## src/rtl/byte_serial_tx.sv

```systemverilog
// Parallel-to-serial transmitter: one byte per valid/ready handshake, sent LSB-first
// framed as start bit (0), DATA_W data bits, stop bit (1), each bit held CLKS_PER_BIT cycles.
module byte_serial_tx #(
  parameter int unsigned DATA_W       = 8,
  parameter int unsigned CLKS_PER_BIT = 4
) (
  input  logic              clk,
  input  logic              rst,
  input  logic [DATA_W-1:0] data_in,
  input  logic              valid_in,
  output logic              ready_out,
  output logic              tx_out,
  output logic              busy,
  output logic              done
);

  localparam int unsigned CNT_W = $clog2(CLKS_PER_BIT + 1);
  localparam int unsigned BIT_W = $clog2(DATA_W + 1);
  localparam logic [CNT_W-1:0] CNT_LAST = CNT_W'(CLKS_PER_BIT - 1);
  localparam logic [BIT_W-1:0] BIT_LAST = BIT_W'(DATA_W - 1);

  localparam logic [1:0] ST_IDLE  = 2'd0;
  localparam logic [1:0] ST_START = 2'd1;
  localparam logic [1:0] ST_DATA  = 2'd2;
  localparam logic [1:0] ST_STOP  = 2'd3;

  logic [1:0]        state_q, state_d;
  logic [CNT_W-1:0]  cnt_q, cnt_d;
  logic [BIT_W-1:0]  bit_q, bit_d;
  logic [DATA_W-1:0] shreg_q, shreg_d;
  logic              tx_q, tx_d;
  logic              ready_q, ready_d;
  logic              busy_q, busy_d;
  logic              done_q, done_d;
  logic              cnt_last_c;

  assign cnt_last_c = (cnt_q == CNT_LAST);

  // Next-state logic; outputs are derived from the next state so they land in flops.
  always_comb begin
    state_d = state_q;
    cnt_d   = cnt_q;
    bit_d   = bit_q;
    shreg_d = shreg_q;

    case (state_q)
      ST_IDLE: begin
        if (valid_in) begin
          state_d = ST_START;
          shreg_d = data_in;
          cnt_d   = '0;
          bit_d   = '0;
        end
      end
      ST_START: begin
        if (cnt_last_c) begin
          state_d = ST_DATA;
          cnt_d   = '0;
        end else begin
          cnt_d = cnt_q + CNT_W'(1);
        end
      end
      ST_DATA: begin
        if (cnt_last_c) begin
          cnt_d   = '0;
          shreg_d = shreg_q >> 1;
          if (bit_q == BIT_LAST) begin
            state_d = ST_STOP;
            bit_d   = '0;
          end else begin
            bit_d = bit_q + BIT_W'(1);
          end
        end else begin
          cnt_d = cnt_q + CNT_W'(1);
        end
      end
      default: begin
        if (cnt_last_c) begin
          state_d = ST_IDLE;
          cnt_d   = '0;
        end else begin
          cnt_d = cnt_q + CNT_W'(1);
        end
      end
    endcase

    tx_d    = 1'b1;
    if (state_d == ST_START) tx_d = 1'b0;
    if (state_d == ST_DATA)  tx_d = shreg_d[0];
    ready_d = (state_d == ST_IDLE);
    busy_d  = (state_d != ST_IDLE);
    done_d  = (state_d == ST_STOP) && (cnt_d == CNT_LAST);
  end

  always_ff @(posedge clk) begin
    if (rst) begin
      state_q <= ST_IDLE;
      cnt_q   <= '0;
      bit_q   <= '0;
      shreg_q <= '0;
      tx_q    <= 1'b1;
      ready_q <= 1'b1;
      busy_q  <= 1'b0;
      done_q  <= 1'b0;
    end else begin
      state_q <= state_d;
      cnt_q   <= cnt_d;
      bit_q   <= bit_d;
      shreg_q <= shreg_d;
      tx_q    <= tx_d;
      ready_q <= ready_d;
      busy_q  <= busy_d;
      done_q  <= done_d;
    end
  end

  assign ready_out = ready_q;
  assign tx_out    = tx_q;
  assign busy      = busy_q;
  assign done      = done_q;

endmodule

```

## config.mk

```make
export PLATFORM = sky130hd
export DESIGN_NAME = byte_serial_tx
export DESIGN_NICKNAME = d
export VERILOG_FILES = /design/src/rtl/byte_serial_tx.sv
export SDC_FILE = /design/constraint.sdc
export NUM_CORES = 1
export LEC_CHECK = 0
export BUFFER_PORTS_ARGS = -buffer_cell sky130_fd_sc_hd__buf_2
export CORE_UTILIZATION = 58
export CTS_BUF_LIST = sky130_fd_sc_hd__clkbuf_16
export DETAILED_ROUTE_END_ITERATION = 16
export PLACE_DENSITY_LB_ADDON = 0.12
export SYNTH_ARGS = -nofsm -noshare
export SYNTH_HDL_FRONTEND = slang
export SYNTH_SLANG_ARGS = --single-unit
```

## constraint.sdc

```tcl
create_clock -name clk -period 3.01 [get_ports clk]
set_input_delay 0.301 -clock clk [delete_from_list [all_inputs] [get_ports clk]]
set_output_delay 0.301 -clock clk [all_outputs]
set_load 0.01 [all_outputs]
```

==> out/results.ini <==
[job]
max-cap-violations = 0

[critical_path]
r2r_slack_ps = 1070
path_max_fanout = 15
slowest_stage = and4bb_1
reg2reg_from = cnt_q[0]
r2r_end = bit_q[0]
crit_family = simple AND/OR/NAND/NOR gates
arrival_ps = 2110
max_stage_delay_ps = 630
r2r_cells = 5
worstPathCellList = ha_1 > and4bb_1 > o21ai_0 > mux2_4 > nor3_2
required_ps = 3190
worstPathBufferInverterCount = 0
crit_path_start_kind = flip-flop
critPathLaunch = cnt_q[0]
end_kind = flip-flop
crit_type = reg -> reg

[sta]
min_period_ps = 1940
drv_slew = 0
post-route-period-util = 0.643
rsz0062_at_grt = no
setup_violations = 0
finalHoldViolCount = 0
worst_pin_slew_ps = 750
fmaxAchievable_mhz = 517
finalSetupTns_ps = 0
slew_headroom = 0.500
finalClockSkew_ps = 3.99
worst_slack_ps = 1070

[power]
p_leak_nw = 0.434
pwr-share-comb = 0.092
ir_worst_vdd_mv = 0.556
switching_share = 0.212
p_sw_uw = 133
power_frac_seq = 0.479
p_int_uw = 494
pwr-share-clk = 0.430
pwr_density_cell_nw_per_um2 = 572

[min_path]
holdPathStages = 3
min_to = shreg_q[7]
min-delay-start = data_in[7]
hp-class = in -> reg

[final_layout]
multi_input_area_um2 = 503
antenna_cells = 0
fin_area_um2 = 1100
synthToLayoutAreaGrowth_pct = 11.6
num-fill-cells = 126
nets = 129
layout.area.seq_um2 = 420
drive_above_1_share = 0.191

[floorplanning]
io_pins = 15
core_um2 = 1540
start_util = 0.637
rows = 14
die-height_um = 43.2
die-width_um = 43.2
fp.dieArea_um2 = 1860

[synth]
yosysTopAreaCellShare = 0.428
syn-num-nets = 117
syn_inst = 104
synth_seq_area_share = 0.428
synth.distinct_cells = 35
ys_ff_latch = 21
syn_avg_cell_area_um2 = 9.44
yosys-top-cells-area = dfxtp_1, a21oi_1, a22oi_1
yosysWarnings = 0
yosysTopAreaCell = dfxtp_1
synth_area_um2 = 982

[clock_tree]
post_cts.repair.setup_buffers = 0
cts-hold-fix-buffers = 0
post_cts_resize_count = 0
clk_pin_slew_ps = 60
cts_buffers = 3
clock_sinks = 21
cts-root-buf = clkbuf_16
clockBufferDepth = 2
cts_tree = done
clk_latency_ps = 250
h-tree-depth = 1

[placement]
io_buffers = 14
pre_cts_slack_ps = 1110
place_hpwl_mm = 1.16
place_congestion = 0.834
postPlaceCellArea_um2 = 1020

[drt]
drtPass1Iterations = 4
vias = 771
routedWlPerCell_um = 12.8
ant_nets = 0
viasPerCell = 5.89
drc = 0
wirelength_mm = 1.67
drtIter0Drc = 8

[global_routing]
grt_pass1_vias = 681
antenna_found_initial = 0
grt_max_degree = 21
grt.overflow.total = 0
grt_usage = 0.200
grt_pass1_wl_mm = 2.79

[status]
status = complete, no violations

cells by family (layout without fill, tap and decap cells):
group	count (synthesis)	after routing	share of synthesized area
AO/OA/AOI/OAI	25	25	0.178
buffers and inverters	8	19	0.0599
adder cells (fa/ha/maj)	2	2	0.0255
flip-flops	21	21	0.428
AND/OR/NAND/NOR	43	43	0.256
XOR/XNOR	3	3	0.0268
multiplexers	2	2	0.0255
metrics by stage:
step	util	power [mW]	instances	hold slack [ps]
final	0.711	0.627	131	303
after global routing	0.711	0.653	131	332
after CTS	0.711	0.631	131	307
after detailed placement	0.660	0.364	127	450
after global placement	0.660	0.362	127	443
after floorplan	-	0.350	104	377
worst min-delay path, delay by kind of cell:
family | cells | cell delay (ps)
AND/OR/NAND/NOR | 1 | 70
AO/OA/AOI/OAI | 1 | 70
buffers and inverters | 1 | 70
registers in the layout (all words and copies together) (netlist names):
register	count
done	1
busy	1
shreg_q	8
cnt_q	3
bit_q	4
tx_out	1
ready_out	1
state_q	2
power groups by stage:
stage	sequential, mW	combinational (mW)	clock [mW]
floorplan	0.303	0.0464	0
global placement	0.306	0.0564	0
detailed placement	0.306	0.0582	0
CTS	0.300	0.0582	0.273
global route	0.302	0.0646	0.287
finish	0.300	0.0574	0.269
layout by cell type, fill, tap and decap left out:
cell type | synthesis | final
xnor2_1 | 1 | 1
nor3b_4 | 1 | 1
nand2b_1 | 2 | 2
a311oi_1 | 1 | 1
a22oi_1 | 8 | 8
nor3b_1 | 1 | 1
nor4bb_1 | 1 | 1
dfxtp_1 | 21 | 21
mux2i_1 | 1 | 1
nand4b_1 | 1 | 1
a31oi_1 | 1 | 1
nor2_4 | 1 | 1
nor3_1 | 4 | 4
mux2_4 | 1 | 1
ha_1 | 2 | 2
buf_2 | 2 | 14
inv_1 | 1 | 2
xor2_1 | 2 | 2
nor2_1 | 9 | 9
clkbuf_16 | 0 | 3
nand3b_1 | 2 | 2
nand2_1 | 13 | 13
a221oi_1 | 1 | 1
and2b_1 | 2 | 2
or2_1 | 1 | 1
and4bb_1 | 1 | 1
nor4_1 | 1 | 1
and3b_1 | 1 | 1
a21oi_1 | 12 | 12
nor3_2 | 1 | 1
o21ai_0 | 1 | 1
a221oi_4 | 1 | 1
nand4_1 | 1 | 1
routing by layer:
layer,GRT usage,share of wire
met1,0.249,0.47
met2,0.322,0.49
met3,0.0638,0.032
met4,0.0727,0.0054
met5,0,0
how the worst max path moves through the flow:
stage | endpoint | cells after the start | slack, ps
after floorplan | tx_out | 6 | 1530
after global placement | bit_q[0] | 5 | 1170
after detailed placement | bit_q[0] | 5 | 1110
after CTS | bit_q[0] | 5 | 1080
after global routing | bit_q[0] | 5 | 920
final | bit_q[0] | 5 | 1070
synth_stat cells:
cell type  instances
nor3b_1            1
mux2_4             1
buf_6              3
mux2i_1            1
a221oi_1           1
nor3b_4            1
or2_1              1
nor3_2             1
a22oi_1            8
dfxtp_1           21
a21oi_1           12
nor2_4             1
nor2_1             9
o21ai_0            1
nor4_1             1
nor4bb_1           1
inv_1              1
and3b_1            1
ha_1               2
nor3_1             4
a31oi_1            1
nand2_1           13
buf_4              1
nand4b_1           1
and2b_1            2
nand4_1            1
buf_2              2
xor2_1             2
buf_1              1
nand2b_1           2
xnor2_1            1
nand3b_1           2
a311oi_1           1
a221oi_4           1
and4bb_1           1
cell type report:
| cell class | count | share of cell area |
|---|---|---|
| Timing Repair Buffer | 14 | 0.0639 |
| Sequential cell | 21 | 0.384 |
| Inverter | 1 | 0.00342 |
| Multi-Input combinational cell | 75 | 0.459 |
| Clock inverter | 1 | 0.00342 |
| Clock buffer | 3 | 0.0685 |
| Tap cell | 16 | 0.0183 |
Note: power is estimated with default switching activity, not from simulation.
